`config.mk`:
```
export PLATFORM = sky130hd
export DESIGN_NAME = cache_victim_sel
export DESIGN_NICKNAME = d
export VERILOG_FILES = /design/src/rtl/cache_pkg.sv /design/src/rtl/cache_lfsr.sv /design/src/rtl/cache_victim_sel.sv
export SDC_FILE = /design/constraint.sdc
export NUM_CORES = 1
export LEC_CHECK = 0
export BUFFER_PORTS_ARGS = -buffer_cell sky130_fd_sc_hd__clkbuf_2
export CAP_MARGIN = 20
export CORE_AREA = 2 2 39 41
export DETAILED_ROUTE_END_ITERATION = 6
export DIE_AREA = 0 0 41 43
export SKIP_CTS_REPAIR_TIMING = 1
export SYNTH_ARGS = -nofsm -noshare
export SYNTH_HDL_FRONTEND = slang
export SYNTH_SLANG_ARGS = --single-unit
```
`constraint.sdc`:
```
create_clock -name clk -period 2.5 [get_ports clk]
set_input_delay 0.75 -clock clk [delete_from_list [all_inputs] [get_ports clk]]
set_output_delay 0.75 -clock clk [all_outputs]
set_load 0.005 [all_outputs]
```
`src/rtl/cache_pkg.sv`:
```
// ---------------------------------------------------------------------------
// cache_pkg
// Shared definitions for the cache victim-selection path:
//   - LFSR width and default seed
//   - victim response state enum
//   - first_zero(): lowest zero index of a (up to 16-bit) valid mask
// Callers with fewer than 16 ways pad the unused upper mask bits with ones
// so they are never reported as the first zero.
// ---------------------------------------------------------------------------
package cache_pkg;

  localparam int              LFSR_W        = 12;
  localparam logic [11:0]     LFSR_SEED_DEF = 12'h528;
  localparam int              MAX_WAYS      = 16;

  typedef enum logic {
    IDLE = 1'b0,
    RESP = 1'b1
  } victim_state_e;

  // Returns the index of the lowest zero bit; 0 when the mask is all ones.
  function automatic logic [3:0] first_zero(input logic [MAX_WAYS-1:0] mask);
    logic [3:0] idx;
    idx = 4'd0;
    for (int i = MAX_WAYS - 1; i >= 0; i--) begin
      if (!mask[i]) begin
        idx = 4'(i);
      end else begin
        idx = idx;
      end
    end
    return idx;
  endfunction

endpackage

```
`src/rtl/cache_lfsr.sv`:
```
// ---------------------------------------------------------------------------
// cache_lfsr
// Free-running 12-bit right-shifting LFSR used as the random way source.
// Advances every clock regardless of traffic; next = {x[0]^x[1], x[11:1]}.
// Ports:
//   clk     in   clock
//   rst     in   asynchronous active-high reset (loads SEED)
//   o_state out  current 12-bit LFSR register value
// SEED must be nonzero, otherwise the sequence locks at zero.
// ---------------------------------------------------------------------------
module cache_lfsr
  import cache_pkg::*;
#(
  parameter logic [LFSR_W-1:0] SEED = LFSR_SEED_DEF
) (
  input  logic              clk,
  input  logic              rst,
  output logic [LFSR_W-1:0] o_state
);

  logic [LFSR_W-1:0] r_lfsr;

  // LFSR state register, shifts right with feedback into the top bit
  always_ff @(posedge clk or posedge rst) begin
    if (rst) begin
      r_lfsr <= SEED;
    end else begin
      r_lfsr <= {r_lfsr[0] ^ r_lfsr[1], r_lfsr[LFSR_W-1:1]};
    end
  end

  assign o_state = r_lfsr;

endmodule

```
`src/rtl/cache_victim_sel.sv`:
```
// ---------------------------------------------------------------------------
// cache_victim_sel
// Chooses the refill victim way for a cache miss. The lowest-numbered invalid
// way wins; when every way is valid the upper WAY_LOG bits of a free-running
// LFSR pick the way. One registered response slot with valid/ready on both
// sides; a new request is accepted in the same cycle the old response drains.
//
// Ports:
//   clk, rst                 clock, async active-high reset
//   flush                    drop pending response, block accepts this cycle
//   req_valid / req_ready    request handshake
//   req_vmask [WAYS]         valid bits of the indexed set (bit i = way i)
//   resp_valid / resp_ready  response handshake
//   resp_way [WAY_LOG]       chosen victim way
//   resp_inv                 1 = victim was invalid (no writeback needed)
//
// Optional build macro VICTIM_LOCK_EN adds:
//   req_lmask [WAYS]  in    locked ways (never chosen), sampled with req_vmask
//   lock_err          out   sticky; set when a request arrives with all ways
//                           locked, cleared only by reset
// ---------------------------------------------------------------------------
module cache_victim_sel
  import cache_pkg::*;
#(
  parameter int                WAY_LOG   = 1,
  parameter int                WAYS      = 1 << WAY_LOG,
  parameter logic [LFSR_W-1:0] LFSR_SEED = LFSR_SEED_DEF
) (
  input  logic               clk,
  input  logic               rst,
  input  logic               flush,
  input  logic               req_valid,
  output logic               req_ready,
  input  logic [WAYS-1:0]    req_vmask,
`ifdef VICTIM_LOCK_EN
  input  logic [WAYS-1:0]    req_lmask,
  output logic               lock_err,
`endif
  output logic               resp_valid,
  input  logic               resp_ready,
  output logic [WAY_LOG-1:0] resp_way,
  output logic               resp_inv
);

  victim_state_e       r_state;
  victim_state_e       w_state_nxt;
  logic [LFSR_W-1:0]   w_lfsr;
  logic                w_accept;
  logic [MAX_WAYS-1:0] w_vpad;
  logic [3:0]          w_pick;
  logic [3:0]          w_sel;
  logic                w_sel_inv;
  logic [WAY_LOG-1:0]  r_way;
  logic                r_inv;
  logic                w_unused_bits;

  cache_lfsr #(
    .SEED    (LFSR_SEED)
  ) u_lfsr (
    .clk     (clk),
    .rst     (rst),
    .o_state (w_lfsr)
  );

  // Random pick comes from the LFSR register value in the accept cycle.
  assign w_pick = 4'(w_lfsr[LFSR_W-1 -: WAY_LOG]);

  // Only the upper LFSR bits and the low bits of the 4-bit selection are used.
  assign w_unused_bits = ^{w_lfsr, w_sel};

  // flush blocks acceptance outright, even when the slot is draining.
  assign req_ready = !flush && ((r_state == IDLE) || resp_ready);
  assign w_accept  = req_valid && req_ready;

  // Pad the valid mask so ways beyond WAYS look valid to first_zero().
  always_comb begin
    w_vpad            = {MAX_WAYS{1'b1}};
    w_vpad[WAYS-1:0]  = req_vmask;
  end

`ifdef VICTIM_LOCK_EN
  logic [MAX_WAYS-1:0] w_lpad;
  logic [MAX_WAYS-1:0] w_cand;
  logic                w_all_locked;
  logic                r_lock_err;

  // Padded lock mask; a locked way is treated as "valid" for invalid search.
  always_comb begin
    w_lpad            = {MAX_WAYS{1'b0}};
    w_lpad[WAYS-1:0]  = req_lmask;
  end

  assign w_cand       = w_vpad | w_lpad;
  assign w_all_locked = &req_lmask;

  // Victim selection honouring locks; LFSR pick walks upward past locked ways
  always_comb begin
    logic [3:0] idx;
    w_sel     = 4'd0;
    w_sel_inv = 1'b0;
    idx       = 4'd0;
    if (w_all_locked) begin
      w_sel     = 4'd0;
      w_sel_inv = 1'b0;
    end else if (!(&w_cand)) begin
      w_sel     = first_zero(w_cand);
      w_sel_inv = 1'b1;
    end else begin
      // Scan offsets high to low so the smallest offset to an unlocked way wins.
      for (int k = WAYS - 1; k >= 0; k--) begin
        idx = (w_pick + 4'(k)) & 4'(WAYS - 1);
        if (!w_lpad[idx]) begin
          w_sel = idx;
        end else begin
          w_sel = w_sel;
        end
      end
      w_sel_inv = 1'b0;
    end
  end

  // Sticky lock error, only reset clears it
  always_ff @(posedge clk or posedge rst) begin
    if (rst) begin
      r_lock_err <= 1'b0;
    end else if (w_accept && w_all_locked) begin
      r_lock_err <= 1'b1;
    end else begin
      r_lock_err <= r_lock_err;
    end
  end

  assign lock_err = r_lock_err;
`else
  // Victim selection: lowest invalid way, otherwise the LFSR pick
  always_comb begin
    w_sel     = 4'd0;
    w_sel_inv = 1'b0;
    if (&w_vpad) begin
      w_sel     = w_pick;
      w_sel_inv = 1'b0;
    end else begin
      w_sel     = first_zero(w_vpad);
      w_sel_inv = 1'b1;
    end
  end
`endif

  // Response state register
  always_ff @(posedge clk or posedge rst) begin
    if (rst) begin
      r_state <= IDLE;
    end else begin
      r_state <= w_state_nxt;
    end
  end

  // Next-state logic; flush overrides both accept and drain
  always_comb begin
    w_state_nxt = r_state;
    if (flush) begin
      w_state_nxt = IDLE;
    end else if (w_accept) begin
      w_state_nxt = RESP;
    end else if ((r_state == RESP) && resp_ready) begin
      w_state_nxt = IDLE;
    end else begin
      w_state_nxt = r_state;
    end
  end

  // Response payload registers, loaded only on accept so they hold under stall
  always_ff @(posedge clk or posedge rst) begin
    if (rst) begin
      r_way <= '0;
      r_inv <= 1'b0;
    end else if (w_accept) begin
      r_way <= w_sel[WAY_LOG-1:0];
      r_inv <= w_sel_inv;
    end else begin
      r_way <= r_way;
      r_inv <= r_inv;
    end
  end

  assign resp_valid = (r_state == RESP);
  assign resp_way   = r_way;
  assign resp_inv   = r_inv;

endmodule

```
# Yosys cells after proc, flatten, opt, wreduce, memory -nomap -nowiden
# Cells that the tools add are included.
# Widths: inputs -> output; s select.
[classes]
mux = 7
bitwise_logic = 2
reduce_logical = 7
[op_table]
columns = ["operator", "n"]
rows = [
  ["$mux 1", 7],
  ["$logic_and 1x1->1", 3],
  ["$reduce_bool 3->1", 1],
  ["$reduce_and 2->1", 1],
  ["$logic_not 1->1", 1],
  ["$logic_or 1x1->1", 1],
  ["$not 1->1", 1],
  ["$xor 1x1->1", 1],
]
[word_totals]
wordCells = 20
inputBits = 7
regBits = 15
output_inout_bits = 4

# Logic depth before layout (Yosys ltp)
# Gate-level depths: netlist of the first run.
[depth]
ltp_word = 6
ltp_mapped = 3
depth_no_buf = 3

# Cells and area by module
# From an unflattened synthesis of the first run, not the netlist that was laid out.
[hier_totals]
hier_cells = 29
hier_area_um2 = 481.7
[modules_own_cells]
columns = ["mod", "instances", "seq_area_each_um2", "area_per_inst_um2", "cells_per_inst"]
rows = [
  ["cache_lfsr", 1, 305.3, 317.8, 14],
  ["cache_victim_sel", 1, 75.1, 163.9, 15],
]

# Worst setup path before layout of the first run
# OpenSTA, ideal clock, no wires.
[synth_timing]
path_type = "input to output"
startpoint = "in resp_ready"
endpoint = "out req_ready"
path_slack_ns = 0.813
required_time_ns = 1.750
cell_stages = 2
path_buffers = 0
arrival_ns = 0.937
path_cell_list = "nor2b_4 -> nor2_1"
[synth_between]
elab_chain_len = 2
[synth_lines]
columns = ["element", "line_no", "text"]
rows = [
  ["from (decl)", "cache_victim_sel.sv:40", "input logic resp_ready,"],
  ["$logic_or 1x1->1", "cache_victim_sel.sv:72", "assign req_ready = !flush && ((r_state == IDLE) || resp_ready);"],
  ["$logic_and 1x1->1", "cache_victim_sel.sv:72", ""],
  ["to (decl)", "cache_victim_sel.sv:33", "output logic req_ready,"],
]
# No other way between the ends.

# Worst setup path in the final report of the first run
# Ends and elaborated chain as after synthesis.

==> summary.md, run 1 <==
The post-synthesis to final-layout area growth is 20.2%, and the highest cell delay on the worst timing path is 150 ps. The die is 41 µm wide. The share of total power in sequential cells is 0.611, and the remaining routing DRC violations is 0. After floorplanning, the core was divided into 14 placement rows. Adding up every negative setup slack in the final design gives 0 ps. The post-synthesis share of cell area spent on and, or, nand and nor gates is 0.0995, and the maximum resistive drop on vdd is 236 µV. The proportion of register bits with asynchronous set or reset after synthesis was 1.00. The largest individual stage delay along the critical path comes from the cell sky130_fd_sc_hd__nor2b_4.

The run gives 0.000412 W as the total power. Setup repair after global routing left no endpoint under its margin. In this run the vertical extent of the chip is 43 µm.

In this run the tool buffered the top-level ports with 10 buffer cells. Counting flops and latches in the post-synthesis netlist gives 15. Share of the clock period used by the worst path: 0.764. Yosys attributes the largest share of cell area to sky130_fd_sc_hd__dfrtp_1 58%, sky130_fd_sc_hd__dfstp_2 22%, sky130_fd_sc_hd__nor3b_4 3.9%.

STA classifies the critical path startpoint as a primary input. In this run the register-to-register setup slack is 1330 ps. The tool flagged a number of max-cap violations equal to 0. Before antenna repair, the detailed router went through 2 iterations.

For the maximum buffer depth of the clock tree, the log shows 2. After layout, the minimum clock period comes to 1910 ps. The proportion of power drawn by combinational gates is 0.080.

Final cell utilization of the core: 0.415. The cell type contributing the most total cell area after synthesis is sky130_fd_sc_hd__dfrtp_1. The total number of vias is 250. Most common cell in the netlist: sky130_fd_sc_hd__dfrtp_1. The cell family with the largest share of critical-path delay was buffers and inverters. After detailed routing, the average wire length per cell comes to 12.1 µm. The setup violation total in the final timing report is 0. The run gives 700 µm as the total routed wirelength. Entering global routing, the biggest net connects 16 pins.

The area fraction in compound gates after synthesis works out to 0.0105. The max-slew violation count is 0, and the switching part of the total power is 0.206. The relative contribution of the clock network to total power is 0.309, and the count of antenna-violating nets left after detailed routing is 0. The most numerous cell type found on the critical path is sky130_fd_sc_hd__clkbuf_2.

In this run the mean area of a mapped cell was 17.1 µm². The clock sink total is 15. Internal power comes to 0.000328 W.

TritonCTS built the clock tree. The logs give 11 for the number of library cell types mapped by synthesis and 1 for the DRC violation total after the first TritonRoute iteration. The first global-routing pass estimated 1170 µm of wire. The number of nets in the synthesized netlist is 35. Number of enable-type register cells in the synthesized netlist: 0.

The post-synthesis adder-cell area fraction was 0. The flow ran to the end, and the final reports show no timing, DRC or antenna violations. In the synthesized netlist the dominant register cell turns out to be sky130_fd_sc_hd__dfrtp_1.

The critical path is of the in -> out type. The layout cell share with drive strength beyond 1 was 0.476. The multiplexer fraction of the synthesized cell area was 0.0524; the total buffers and inverters traversed by the critical path was 2. After synthesis, the most frequently instantiated cells are 11 x sky130_fd_sc_hd__dfrtp_1, 4 x sky130_fd_sc_hd__dfstp_2, 3 x sky130_fd_sc_hd__inv_1, 3 x sky130_fd_sc_hd__nor2_1. The tightest min-delay check is of the reg -> reg type. In the routed layout, each cell is associated on average with a via count of 4.31. The run gives 0.299 nW as the leakage power summed over all cells. The total congestion overflow after global routing was 0. The sequential cell area fraction in the yosys report was 0.796; the relative slew slack was 0.657. The xor and xnor fraction of the mapped netlist area is 0.0183. The logs give 0 for the number of endpoints with negative hold slack in the final report and 478 µm² for the netlist area before placement. The tools report the placer's final routability congestion estimate as 0.693.

The run gives 0 as the number of antenna violations at the first check in global routing. Traced cell by cell, the critical path runs through clkbuf_2, nor2b_4, nor2_1, clkbuf_2. The tools report the HPWL after detailed placement as 531 µm. The total CTS buffers came out at 3. At the worst endpoint, the required time is 1750 ps. The later pin in the worst-skew pair is clocked with a latency of 270 ps. For this run, the number of Yosys warnings is 0. The die covers 1760 µm². At the end of the flow, the number of nets in the layout was 50.

The signal arrival time at the worst endpoint is 1160 ps, and the power density over the cells is 718 nW/µm². The overall routing resource usage was 0.109; the transition time at the pin with the least slew margin was 514 ps. The repair_antennas step left the layout with diodes totalling 0.

The H-tree depth came out at 1. The initial cell density of the core is 0.345, and the largest driver fanout on the critical path is 3. The clock arrives with 2.37 ps of skew.

The cell sitting at the root of the clock tree is a sky130_fd_sc_hd__clkbuf_4. The combinational family with the most area after synthesis was simple AND/OR/NAND/NOR gates. Counting every instance in the synthesized netlist gives 28. The share of the synthesized area in the top cell type is 0.576, and the via count of the first global-routing pass is 275. The count of pins on the block boundary came out at 11.

After clock tree synthesis, the clock-pin slew on the worst setup and hold paths is 80 ps. In this run the power spent charging and discharging nets is 0.0000849 W. Timing would allow up to 0.524 GHz. The worst setup path is captured at a primary output. The area of the core came out at 1380 µm².
-- state kept, by name, summed over array words and instances, names as in the netlist --
signal,count
resp_way,1
resp_valid,1
u_lfsr.o_state,12
resp_inv,1
-- layout by cell type, fill, tap and decap left out, drive strengths merged --
cell and count:
nor2 3, nor3b 1, inv 3, nand2 1, dfstp 4, nor2b 1
xor2 1, mux2i 1, o21ai 1, dfrtp 11, clkbuf 14, mux2 1
-- layout make-up --
class | count | area, µm²
fillers | 134 | 810
flip-flops and latches | 15 | 380
multi-input cells | 10 | 86.3
repair buffers | 10 | 50.0
clock buffers | 4 | 26.3
well taps | 16 | 20.0
inverters | 3 | 11.3
-- logic make-up (layout without fill, tap and decap cells) --
family / count (synthesis) / after routing
flip-flops: 15 / 15
AND/OR/NAND/NOR: 6 / 6
buffers and inverters: 3 / 17
multiplexers: 2 / 2
AO/OA/AOI/OAI: 1 / 1
XOR/XNOR: 1 / 1
-- routing by layer --
| metal | up-vias | part of all wire | track usage |
|---|---|---|---|
| li1 | 115 | - | - |
| met1 | 126 | 0.37 | 0.112 |
| met2 | 7 | 0.55 | 0.166 |
| met3 | 2 | 0.053 | 0.0471 |
| met4 | 0 | 0.019 | 0.0800 |
| met5 | - | 0 | 0 |
-- worst register-to-register path, cell delays in order (launching register included) --
cell	delay [ps]
sky130_fd_sc_hd__dfrtp_1	380
sky130_fd_sc_hd__nor2b_4	140
sky130_fd_sc_hd__nor3b_4	220
sky130_fd_sc_hd__mux2_4	320
-- path summary, 6_finish.rpt --
check / start / cells after the start / endpoint
setup / recovery: resp_ready / 4 / req_ready
hold reg to reg: u_lfsr.o_state[4]$_DFF_PP0_ / 0 / u_lfsr.o_state[3]$_DFF_PP1_
hold / removal: u_lfsr.o_state[4]$_DFF_PP0_ / 0 / u_lfsr.o_state[3]$_DFF_PP1_
max in group asynchronous: rst / 2 / u_lfsr.o_state[8]$_DFF_PP1_
setup reg to reg: resp_valid$_DFFE_PP0P_ / 3 / resp_inv$_DFFE_PP0P_
min in group asynchronous: rst / 2 / u_lfsr.o_state[4]$_DFF_PP0_
-- power groups by stage --
stage           logic, W  clock network (W)  registers [W]
6_report       0.0000329           0.000127       0.000252
5_1_grt        0.0000381           0.000144       0.000253
4_1_cts        0.0000341           0.000136       0.000252
3_5_place_dp   0.0000339                  0       0.000257
3_3_place_gp   0.0000320                  0       0.000256
2_1_floorplan  0.0000169                  0       0.000257
-- through the flow --
stage	std cells	setup WS (ps)	hold WS [ps]	instance area [µm²]
after global placement	54	605	340	548
after global routing	58	537	372	574
after detailed placement	54	588	337	548
after floorplan	28	813	331	478
after CTS	58	586	362	574
final	58	591	358	574
Power figures use the tool's default switching activity.
==> inputs of run 2 (changes only) <==
Settings changed: ABC_AREA set to 1.
Clock period 2.5 ns to 1.7 ns, I/O delays scaled along.
==> run 2 against run 1 <==
First-iteration DRC count down 100%. Die area unchanged. Setup slack worse by 370 ps. Sequential share of layout area grew 1.5 points. Sequential power increased by 47%. Routed wire length is 12% lower. Largest cell class unchanged.
==> summary.md, run 2 <==
The count of yosys warnings during synthesis is 0. Across the run, the number of max-cap violations was 0. The critical path is of the reg -> out type. The number of fillers in the final layout was 140. The number of nets handed over by synthesis was 39. The final cell utilization of the core is 0.406.

The clock slew seen by the registers of the worst setup and hold paths was 80 ps. Derived from the worst setup path, the maximum achievable clock frequency is 0.676 GHz. After detailed routing, the number of remaining DRC violations is 0. The tools report the number of endpoints with negative hold slack in the final report as 0. The pin count of the biggest net entering global routing came out at 16. Most common cell in the netlist: sky130_fd_sc_hd__dfrtp_1. In this run, the number of DRC markers left after iteration 0 of detailed routing was 0.

First-pass GRT wire length: 1040 µm. Setup repair after global routing left no endpoint under its margin. Clock skew on the completed layout was measured at 4.72 ps. Most common cell after layout, fill and taps aside: sky130_fd_sc_hd__dfrtp_1. The tools report the proportion of power drawn by combinational gates as 0.067. The worst setup path is captured at a primary output. The number of antenna violations at the first check in global routing is 0. Library cell used as clock root buffer: sky130_fd_sc_hd__clkbuf_4.

Compared with the post-synthesis result, the final layout area differs by 20.7%. The layout net count is 54, and the count of pins on the block boundary is 11. The synthesized netlist contains 12 unique library cells.

The proportion of register bits with asynchronous set or reset after synthesis was 1.00; the power density over the cells was 1070 nW/µm². The tools report the overall routing resource usage as 0.0939. Summed over all failing endpoints, the final setup total negative slack is 0 ps.

The number of clock buffers added by TritonCTS is 3. The initial cell density of the core was 0.336. The relative contribution of the clock network to total power is 0.317, and the sequential cell area fraction in the yosys report is 0.817.

The routed layout has 255 vias. The congestion estimate from routability-driven global placement came to 0.579. The analysis attributes to net switching a power of 0.000127 W.

Using the TritonRoute via totals, the vias-per-cell ratio works out to 4.11. The mean area per synthesized cell was 14.5 µm²; the total routed wirelength was 617 µm. Dividing the detail-routed wire length by the instance count gives 9.95 µm. The switching part of the total power works out to 0.211. The insertion delay of the later-clocked pin in the worst-skew pair came out at 280 ps. For this run the aggregate overflow at the end of global routing stands at 0. The top cell types in the final layout, fill and taps aside, are 11 x sky130_fd_sc_hd__dfrtp_1, 10 x sky130_fd_sc_hd__clkbuf_2, 5 x sky130_fd_sc_hd__nand2_1, 4 x sky130_fd_sc_hd__inv_1, 4 x sky130_fd_sc_hd__dfstp_2. The tools report the maximum resistive drop on vdd as 716 µV.

For the max-slew violation count, the log shows 0. Counting along the longest clock path gives a buffer depth of 2. The die area came out at 1760 µm². The height of the die is 43 µm, and the number of detailed-routing iterations run before antenna repair is 1. The antenna diode count is 0, and the HPWL after detailed placement is 453 µm.

After layout, the design draws a total of 0.000600 W. Of all nets on the critical path, the largest fanout is 3. The H-tree depth is 1, and the setup violation total in the final timing report is 0. For the register-to-register setup slack, the log shows 870 ps. The share of the synthesized area in the top cell type was 0.591; the share of total power in sequential cells was 0.616.

The core region is 1380 µm². The largest total area in the synthesized netlist belongs to sky130_fd_sc_hd__dfrtp_1. The share of the clock period used by the worst path is 0.870.

After floorplanning, the core was divided into 14 placement rows. The die is 41 µm wide. In this run the remaining antenna-violating nets after routing total 0. For the leakage power summed over all cells, the log shows 0.305 nW. The min-delay analysis places its worst path in the category in -> async.

At the pin with the least slew margin, the transition time is 523 ps. In this run, synthesis inferred 0 flip-flops with an integrated enable. Via count of the first global-routing pass: 243.

The predominant post-synthesis flop cell was sky130_fd_sc_hd__dfrtp_1. The worst path in the final design needs a cycle of 1480 ps, including I/O delays and setup. The clock drives 15 sinks.

The layout cell share with drive strength beyond 1 was 0.435. Counting every instance in the synthesized netlist gives 32. The register with the most flip-flops in the layout has 12 of them. The number of buffers inserted by port buffering came out at 10. TritonCTS built the clock tree. The commonest cells after synthesis are 11 x sky130_fd_sc_hd__dfrtp_1, 5 x sky130_fd_sc_hd__nand2_1, 4 x sky130_fd_sc_hd__dfstp_2, 4 x sky130_fd_sc_hd__inv_1. The signal arrival time at the worst endpoint is 970 ps, and the required time of the critical path is 1190 ps. The flow ran to the end, and the final reports show no timing, DRC or antenna violations. Ranked by total cell area, the synthesized netlist is headed by sky130_fd_sc_hd__dfrtp_1 59%, sky130_fd_sc_hd__dfstp_2 23%, sky130_fd_sc_hd__nand2_1 4.0%. The worst setup path is launched from a flop.

Counting flops and latches in the post-synthesis netlist gives 15. The relative slew slack was 0.651; the netlist area before placement was 465 µm². The internal power of the cells totals 0.000474 W.
==> run 2: logic make-up after synthesis <==
family / Yosys count / synth area share
AOI/OAI and AO/OA: 4 / 0.0510
xor gates and xnor gates: 1 / 0.0188
buffers and inverters: 5 / 0.0403
DFF: 15 / 0.817
and+or+nand+nor: 7 / 0.0726
==> run 2: area by class of cell <==
| type | count | area (µm²) | area share |
|---|---|---|---|
| multi-input combinational | 12 | 66.3 | 0.118 |
| tap | 16 | 20.0 | 0.0356 |
| sequential | 15 | 380 | 0.677 |
| timing repair buffer | 10 | 50.0 | 0.0891 |
| clock buffer | 4 | 26.3 | 0.0468 |
| inverter | 5 | 18.8 | 0.0334 |
==> run 2: layer usage <==
layer | GRT usage | share of wire | vias to the layer above | wire length [µm]
li1 | - | - | 125 | -
met1 | 0.130 | 0.50 | 126 | 308
met2 | 0.113 | 0.44 | 4 | 272
met3 | 0.0785 | 0.058 | 0 | 36
met4 | 0.0200 | 0 | 0 | 0
met5 | 0 | 0 | - | 0
==> run 2: final timing paths <==
path / from / endpoint / cells past startpoint
max: resp_valid$_DFFE_PP0P_ / req_ready / 2
min: rst / u_lfsr.o_state[0]$_DFF_PP0_ / 2
max reg2reg: resp_valid$_DFFE_PP0P_ / resp_inv$_DFFE_PP0P_ / 4
min reg2reg: u_lfsr.o_state[4]$_DFF_PP0_ / u_lfsr.o_state[3]$_DFF_PP1_ / 0
max in group asynchronous: rst / u_lfsr.o_state[10]$_DFF_PP1_ / 2
min in group clk: u_lfsr.o_state[4]$_DFF_PP0_ / u_lfsr.o_state[3]$_DFF_PP1_ / 0
==> run 2: critical path, cell delays in order (launching register included) <==
cell and delay [ps]:
sky130_fd_sc_hd__dfrtp_1 410, sky130_fd_sc_hd__a21oi_2 160, sky130_fd_sc_hd__clkbuf_2 120
==> run 2: per-stage QoR <==
stage / instance area [µm²] / std cells / hold WS (ps) / setup WS (ps)
final: 562 / 62 / 238 / 221
after global routing: 562 / 62 / 284 / 161
after CTS: 562 / 62 / 251 / 205
after detailed placement: 536 / 58 / 339 / 308
after global placement: 536 / 58 / 336 / 311
after floorplan: 465 / 32 / 331 / 509
==> run 2: power groups by stage <==
stage / Combinational (W) / Sequential, W / Clock, W
finish: 0.0000400 / 0.000370 / 0.000190
global route: 0.0000477 / 0.000371 / 0.000214
CTS: 0.0000416 / 0.000370 / 0.000202
detailed placement: 0.0000416 / 0.000377 / 0
global placement: 0.0000414 / 0.000376 / 0
floorplan: 0.0000190 / 0.000377 / 0
